[src/rtl/mc_alu_sequencer.sv]
`default_nettype none
// ============================================================================
// Module      : mc_alu_sequencer
// Description : Execute-stage sequencer for the multi-cycle ANN/WGHT ALU ops.
//               Optional stall performance counter: define MC_ALU_PERF_EN.
// Revision    : 1.0 - initial release
// ============================================================================
module mc_alu_sequencer #(
    parameter int ANN_LAT  = 4,
    parameter int WGHT_LAT = 3,
    parameter int CNT_W    = 16
) (
    input  logic             clk,
    input  logic             reset,
    input  logic             ValidE,
    input  logic [2:0]       ALUControlE,
    output logic             MCStallF,
    output logic             MCStallD,
    output logic             MCStallE,
    output logic             FlushM,
    output logic             UnitStartE,
    output logic             UnitOpE,
    output logic             BusyE,
    output logic             ResultValidE
`ifdef MC_ALU_PERF_EN
    ,
    output logic [CNT_W-1:0] StallCycles
`endif
);

    typedef enum logic [1:0] {
        S_IDLE = 2'd0,
        S_RUN  = 2'd1,
        S_DONE = 2'd2
    } state_t;

    // Counter preload: the issue cycle and the DONE cycle are not counted.
    localparam logic [3:0] c_ANN_LOAD  = 4'(ANN_LAT - 2);
    localparam logic [3:0] c_WGHT_LOAD = 4'(WGHT_LAT - 2);

    generate
        if (ANN_LAT < 2 || ANN_LAT > 15) begin : g_annLatCheck
            $error("mc_alu_sequencer: ANN_LAT must be in 2..15");
        end
        if (WGHT_LAT < 2 || WGHT_LAT > 15) begin : g_wghtLatCheck
            $error("mc_alu_sequencer: WGHT_LAT must be in 2..15");
        end
        if (CNT_W < 1) begin : g_cntWCheck
            $error("mc_alu_sequencer: CNT_W must be at least 1");
        end
    endgenerate

    state_t     r_state;
    state_t     w_nextState;
    logic [3:0] r_cnt;
    logic [3:0] w_nextCnt;
    logic [3:0] w_load;
    logic       r_unitOp;
    logic       w_nextUnitOp;
    logic       w_live;
    logic       w_isMc;
    logic       w_issue;
    logic       w_stall;

    always_ff @(posedge clk) begin
        if (reset) begin
            r_state  <= S_IDLE;
            r_cnt    <= 4'd0;
            r_unitOp <= 1'b0;
        end else begin
            r_state  <= w_nextState;
            r_cnt    <= w_nextCnt;
            r_unitOp <= w_nextUnitOp;
        end
    end

    always_comb begin
        w_nextState  = r_state;
        w_nextCnt    = r_cnt;
        w_nextUnitOp = r_unitOp;
        w_load       = ALUControlE[0] ? c_WGHT_LOAD : c_ANN_LOAD;
        // Reset also masks the outputs combinationally, so nothing leaks out
        // during the reset cycle itself.
        w_live       = ~reset;
        w_isMc       = (ALUControlE == 3'b100) || (ALUControlE == 3'b101);
        w_issue      = w_live && (r_state == S_IDLE) && ValidE && w_isMc;

        case (r_state)
            S_IDLE: begin
                if (w_issue) begin
                    w_nextUnitOp = ALUControlE[0];
                    w_nextCnt    = w_load;
                    w_nextState  = (w_load == 4'd0) ? S_DONE : S_RUN;
                end
            end
            S_RUN: begin
                if (r_cnt <= 4'd1) begin
                    w_nextState = S_DONE;
                end else begin
                    w_nextCnt = r_cnt - 4'd1;
                end
            end
            S_DONE: begin
                w_nextState  = S_IDLE;
                w_nextCnt    = 4'd0;
                w_nextUnitOp = 1'b0;
            end
            default: begin
                w_nextState  = S_IDLE;
                w_nextCnt    = 4'd0;
                w_nextUnitOp = 1'b0;
            end
        endcase

        w_stall      = w_issue || (w_live && (r_state == S_RUN));
        MCStallF     = w_stall;
        MCStallD     = w_stall;
        MCStallE     = w_stall;
        FlushM       = w_stall;
        UnitStartE   = w_issue;
        // The op code is visible in the issue cycle before it is latched.
        UnitOpE      = (r_state == S_IDLE) ? (w_issue && ALUControlE[0])
                                           : (w_live && r_unitOp);
        BusyE        = w_live && (r_state != S_IDLE);
        ResultValidE = w_live && (r_state == S_DONE);
    end

`ifdef MC_ALU_PERF_EN
    logic [CNT_W-1:0] r_stallCycles;

    always_ff @(posedge clk) begin
        if (reset) begin
            r_stallCycles <= '0;
        end else if (w_stall && (r_stallCycles != {CNT_W{1'b1}})) begin
            r_stallCycles <= r_stallCycles + CNT_W'(1);
        end
    end

    assign StallCycles = r_stallCycles;
`endif

endmodule
`default_nettype wire

[config.mk]
export PLATFORM = sky130hd
export DESIGN_NAME = mc_alu_sequencer
export DESIGN_NICKNAME = d
export VERILOG_FILES = /design/src/rtl/mc_alu_sequencer.sv
export SDC_FILE = /design/constraint.sdc
export NUM_CORES = 1
export LEC_CHECK = 0
export BUFFER_PORTS_ARGS = -buffer_cell sky130_fd_sc_hd__buf_4
export CAP_MARGIN = 10
export CORE_AREA = 3 3 40 42
export DETAILED_ROUTE_END_ITERATION = 10
export DIE_AREA = 0 0 43 45
export GPL_ROUTABILITY_DRIVEN = 1
export PLACE_DENSITY_LB_ADDON = 0.05
export RECOVER_POWER = 100
export SYNTH_ARGS = -nofsm -noshare
export SYNTH_HDL_FRONTEND = slang
export SYNTH_SLANG_ARGS = --single-unit
[constraint.sdc]
create_clock -name clk -period 2.3 [get_ports clk]
set_clock_uncertainty 0.2 [all_clocks]
set_input_delay 0.46 -clock clk [delete_from_list [all_inputs] [get_ports clk]]
set_output_delay 0.46 -clock clk [all_outputs]
set_load 0.01 [all_outputs]
==> impl_metrics.ini, run 1 <==
[drt]
drtIter0Drc = 12
ant_nets = 0
routed.top_layer = met3
dr_total_vias = 460
route.detailed.drc = 0
met1Wirelength_um = 502
met3_length_um = 84
routed_wl_um = 1022
via_per_inst = 5.055
drt_first_pass_iters = 4
wl_per_cell_um = 11.23
met2_length_um = 435

[placed_design]
post_dp_cell_area_um2 = 575.6
gp_congestion = 0.7176
dp_hpwl_um = 806.9
port_buffers = 13

[layout]
area_growth_pct = 22.16
nets = 85
design_area_um2 = 565.5
drive_above_1_share = 0.2105
postLayoutCoreUtil = 0.4401
final_cell_mix = 9 x clkbuf_1, 9 x buf_4, 7 x dfxtp_1, 6 x inv_1
antenna_cells = 0

[setup_path]
reg2reg_to = r_cnt[3]
r2r-start = r_cnt[0]
crit_chain = or2_0, or2_2, nand2b_1, clkbuf_1
cp.arrival_ns = 1.43
critPathMaxFanout = 5
reg2reg_setup_slack_ns = 0.52
crit_end = MCStallD
critPathKind = reg -> out
cp-startpoint = r_state[1]
required_ns = 1.64
crit_path_top_delay_cell = dfxtp_1
end_kind = output port
max_stage_delay_ns = 0.34
start_kind = register
reg2regPathDepth = 5

[floorplanning]
die_width_um = 43
rows = 13
die_y_um = 45
coreArea_um2 = 1285
initial_core_util = 0.3603
dieArea_um2 = 1935
io_pins = 14

[synthesis]
syn_inst = 60
syn-num-nets = 68
netlist_area_um2 = 462.9
ys_top_cells_by_area = dfxtp_1 30%, buf_4 6.5%, ha_1 5.4%, o21ai_0 5.4%, inv_1 4.9%
ys_ff_latch = 7
ys_types = 25
synth.top_cell.area_share = 0.3027
yosys_warnings = 0
avgSynthCellArea_um2 = 7.716
netlist.top_cell.by_area = dfxtp_1
yosysSeqAreaShare = 0.3027

[grt]
grt_max_degree = 12
antenna_found_initial = 0
grt_overflow_total = 0
grt_pass1_wl_um = 1683
grt_usage = 0.1173
grt_pass1_vias = 394

[sta]
grt_setup_unrepaired = false
setup_viol_count_final = 0
fmax_mhz = 478.2
min_period_ns = 2.091
fin_tns_setup_ns = 0
tightest_slew_ns = 0.3578
final_max_slew_viol_count = 0
timing.final.crit_share = 0.9092
slew_headroom = 0.7615
finalHoldViolCount = 0

[status]
outcome = complete, no violations

[pwr]
swShare = 0.2447
switchingPower_mw = 0.06930
clockPowerShare = 0.380
p_per_area_nw_per_um2 = 500.8
vdd_ir_drop_max_mv = 0.1964
p_comb_frac = 0.170
p_int_mw = 0.2139
power_frac_seq = 0.450
p_leak_nw = 0.2351

[flow_run]
cap_violations = 0

[clock_network]
insertion_delay_ns = 0.24
clk_root_buffer_cell = clkbuf_4
cts.sinks = 7
cts_tree = done
cts-hold-fix-buffers = 0
cts_buffers = 3
clkTransAtPathRegs_ns = 0.05
cts_setup_buffers = 0
clock_path_buffers = 2
post_cts_resized = 0
htree_levels = 1

[hold_path]
holdCritPathClass = reg -> reg
kinds of logic (layout without fill, tap and decap cells):
group / Yosys count / in the layout / share of synthesized area
and+or+nand+nor: 25 / 25 / 0.2892
AOI/OAI and AO/OA: 13 / 13 / 0.1919
buffers and inverters: 11 / 27 / 0.1216
DFF: 7 / 7 / 0.3027
adders and majority gates: 2 / 2 / 0.05405
xor gates and xnor gates: 1 / 1 / 0.01892
muxes: 1 / 1 / 0.02162
registers in the layout, summed over array words and instances, names as in the netlist:
register	flops
r_cnt	4
r_state	2
r_unitOp	1
layer usage:
layer / GRT usage / vias to the layer above
met1: 0.1563 / 203
met2: 0.1677 / 20
met5: 0 / -
li1: - / 237
met4: 0.09036 / 0
met3: 0.01992 / 0
power by group through the flow:
stage | logic, mW | registers, mW | clock network, mW
floorplan | 0.0335 | 0.129 | 0
global placement | 0.0536 | 0.130 | 0
detailed placement | 0.0535 | 0.130 | 0
CTS | 0.0536 | 0.127 | 0.114
global route | 0.0538 | 0.128 | 0.120
finish | 0.0482 | 0.127 | 0.108
worst min-delay path by stage:
stage | start | end | slack [ns] | cells past startpoint
2_1_floorplan | r_state[1] | r_state[0] | 0.23 | 1
3_3_place_gp | r_unitOp | r_unitOp | 0.27 | 2
3_5_place_dp | r_state[1] | r_state[0] | 0.26 | 1
4_1_cts | r_state[1] | r_state[0] | 0.27 | 1
5_1_grt | r_unitOp | r_unitOp | 0.28 | 2
6_report | r_unitOp | r_unitOp | 0.27 | 2
stage by stage:
| step | power (mW) | std cells | setup WS, ns | hold slack, ns |
|---|---|---|---|---|
| floorplan | 0.1627 | 60 | 0.1439 | 0.2294 |
| global placement | 0.1833 | 87 | 0.2838 | 0.2702 |
| detailed placement | 0.1832 | 87 | 0.2606 | 0.2625 |
| CTS | 0.2948 | 91 | 0.2101 | 0.2749 |
| global route | 0.3013 | 91 | 0.1058 | 0.2817 |
| finish | 0.2832 | 91 | 0.2089 | 0.2730 |
synth_stat cells:
| cell | number |
|---|---|
| nor3_1 | 2 |
| nand2_1 | 4 |
| or3_2 | 1 |
| xnor2_1 | 1 |
| a21oi_1 | 3 |
| inv_1 | 6 |
| clkbuf_1 | 1 |
| nor2_2 | 1 |
| ha_1 | 2 |
| nand3b_1 | 1 |
| a31oi_1 | 3 |
| nor2_1 | 5 |
| nand3_1 | 4 |
| or2_0 | 1 |
| nand2b_1 | 1 |
| a311oi_2 | 1 |
| or2_2 | 1 |
| mux2i_1 | 1 |
| or3_1 | 2 |
| o21a_4 | 1 |
| dfxtp_1 | 7 |
| o21ai_0 | 5 |
| and3_1 | 1 |
| buf_4 | 4 |
| nand4bb_1 | 1 |
final cells by class:
| cell class | count | area [µm²] |
|---|---|---|
| fillers | 151 | 719.4 |
| multi-input cells | 42 | 260.3 |
| repair buffers | 17 | 97.59 |
| well taps | 15 | 18.77 |
| clock buffers | 4 | 26.28 |
| flip-flops and latches | 7 | 140.1 |
| inverters | 6 | 22.52 |
critical path, delay by kind of cell, from the launching register on:
| family | cells | cell delay (ns) |
|---|---|---|
| buffers and inverters | 1 | 0.17 |
| DFF | 1 | 0.34 |
| and+or+nand+nor | 3 | 0.67 |
(Power assumes the default switching activity.)
==> inputs of run 2 (changes only) <==
==> constraint.sdc (replaced) <==
create_clock -name clk -period 2.3 [get_ports clk]
set_clock_uncertainty 0.2 [all_clocks]
set_input_delay 0.23 -clock clk [delete_from_list [all_inputs] [get_ports clk]]
set_output_delay 0.23 -clock clk [all_outputs]
set_load 0.01 [all_outputs]
==> run 2 against run 1 <==
  * Critical endpoint is now UnitOpE
  * Worst setup slack better by 0.18 ns
  * First-iteration DRC count down 8.3%
  * Via count up 0.22%
  * Clock power up 7%
  * Final area down 0.88%
  * Routed wire length up 13%
==> impl_metrics.ini, run 2 (same netlist as run 1, synthesis figures left out) <==
[floorplanning]
rows = 13
io_pins = 14
initial_core_util = 0.3603
die_width_um = 43
dieArea_um2 = 1935
die_y_um = 45
coreArea_um2 = 1285

[setup_path]
critPathKind = reg -> out
end_kind = output port
max_stage_delay_ns = 0.40
crit_path_frequent_cell = clkbuf_1
required_ns = 1.87
cp_top_family = buffers and inverters
critPathMaxFanout = 11
crit_path_top_delay_cell = clkbuf_1
start_kind = register
critPathBufInv = 2
crit_chain = clkbuf_1, nor2_1, o21ai_0, clkbuf_1
cp.arrival_ns = 1.48

[drt]
dr_total_vias = 461
via_per_inst = 5.122
route.detailed.drc = 0
routed_wl_um = 1154
wl_per_cell_um = 12.82
ant_nets = 0
drtIter0Drc = 11
drt_first_pass_iters = 4

[sta]
slew_headroom = 0.6690
fmax_mhz = 523.0
grt_setup_unrepaired = false
fin_tns_setup_ns = 0
timing.final.crit_share = 0.8313
setup_viol_count_final = 0
tightest_slew_ns = 0.4964
min_period_ns = 1.912
final_max_slew_viol_count = 0
finalHoldViolCount = 0

[layout]
final_common_cell = clkbuf_1
seqCellArea_um2 = 140.1
final_cell_mix = 10 x clkbuf_1, 7 x buf_4, 7 x dfxtp_1, 6 x inv_1
final_cells = 90
antenna_cells = 0
area_growth_pct = 21.08
nets = 84
largest_reg_flops = 4
top_regs = r_cnt: 4 flops, r_state: 2 flops, r_unitOp: 1 flops
design_area_um2 = 560.5
multi_input_area_um2 = 266.5
largest-register = r_cnt
drive_above_1_share = 0.2000
fillers = 150

[placed_design]
gp_congestion = 0.7094
post_dp_cell_area_um2 = 568.0
dp_hpwl_um = 862.3
dp.cells = 86
port_buffers = 13

[grt]
grt_max_degree = 12
grt_usage = 0.1398
antenna_found_initial = 0
grt_pass1_wl_um = 1959
grt_overflow_total = 0
grt_pass1_vias = 457

[pwr]
p_per_area_nw_per_um2 = 520.0
vdd_ir_drop_max_mv = 0.3282
p_leak_nw = 0.2258
total_power_mw = 0.2915

[clock_network]
clk_root_buffer_cell = clkbuf_4
clkTransAtPathRegs_ns = 0.06
clock_path_buffers = 2
cts_buffers = 3
cts.sinks = 7
htree_levels = 1
cts-hold-fix-buffers = 0
cts_tree = done
insertion_delay_ns = 0.26
cts_setup_buffers = 0
post_cts_resized = 0

[status]
outcome = complete, no violations

[hold_path]
holdCritPathClass = in -> reg

[flow_run]
cap_violations = 0
==> run 2: changes by cell type in the layout (fill, tap and decap cells not counted), sizes merged <==
| cell | previous run | this run |
|---|---|---|
| buf | 9 | 7 |
| clkbuf | 12 | 13 |
==> run 2: path summary, 6_finish.rpt <==
path         depth (start not counted)  endpoint  slack [ns]           start
min reg2reg                          2  r_unitOp        0.29        r_unitOp
max reg2reg                          5  r_cnt[3]        0.53        r_cnt[0]
min                                  3  r_unitOp        0.05  ALUControlE[0]
max                                  4   UnitOpE        0.39      r_state[0]
==> run 2: per-layer routing <==
metal / part of all wire / up-vias / GRT usage
met5: 0 / - / 0
met4: 0.014 / 0 / 0.05422
met3: 0.081 / 2 / 0.04781
met2: 0.47 / 15 / 0.2515
met1: 0.44 / 208 / 0.1514
li1: - / 236 / -
==> run 2: area by class of cell <==
class | instances | share of cell area
Multi-Input combinational cell | 42 | 0.4754
Tap cell | 15 | 0.03348
Inverter | 6 | 0.04018
Sequential cell | 7 | 0.2500
Clock buffer | 4 | 0.04687
Timing Repair Buffer | 16 | 0.1540
==> run 2: through the flow <==
stage	hold WS, ns	util	worst slack, ns
6_report	0.05102	0.4362	0.3880
5_1_grt	0.08229	0.4362	0.2454
4_1_cts	0.04889	0.4625	0.4157
3_5_place_dp	0.2828	0.4421	0.5335
3_3_place_gp	0.2787	0.4421	0.5549
2_1_floorplan	0.1660	-	0.5917
==> run 2: worst min-delay path, delay by kind of cell <==
family	cells	cell delay, ns
buffers and inverters	1	0.13
and+or+nand+nor	1	0.05
AOI/OAI and AO/OA	1	0.05
==> run 2: where the power goes <==
part / internal (mW) / switching, mW
Sequential: 0.125 / 0.00267
Combinational: 0.0222 / 0.0258
Clock: 0.0665 / 0.0497
Total: 0.213 / 0.0782
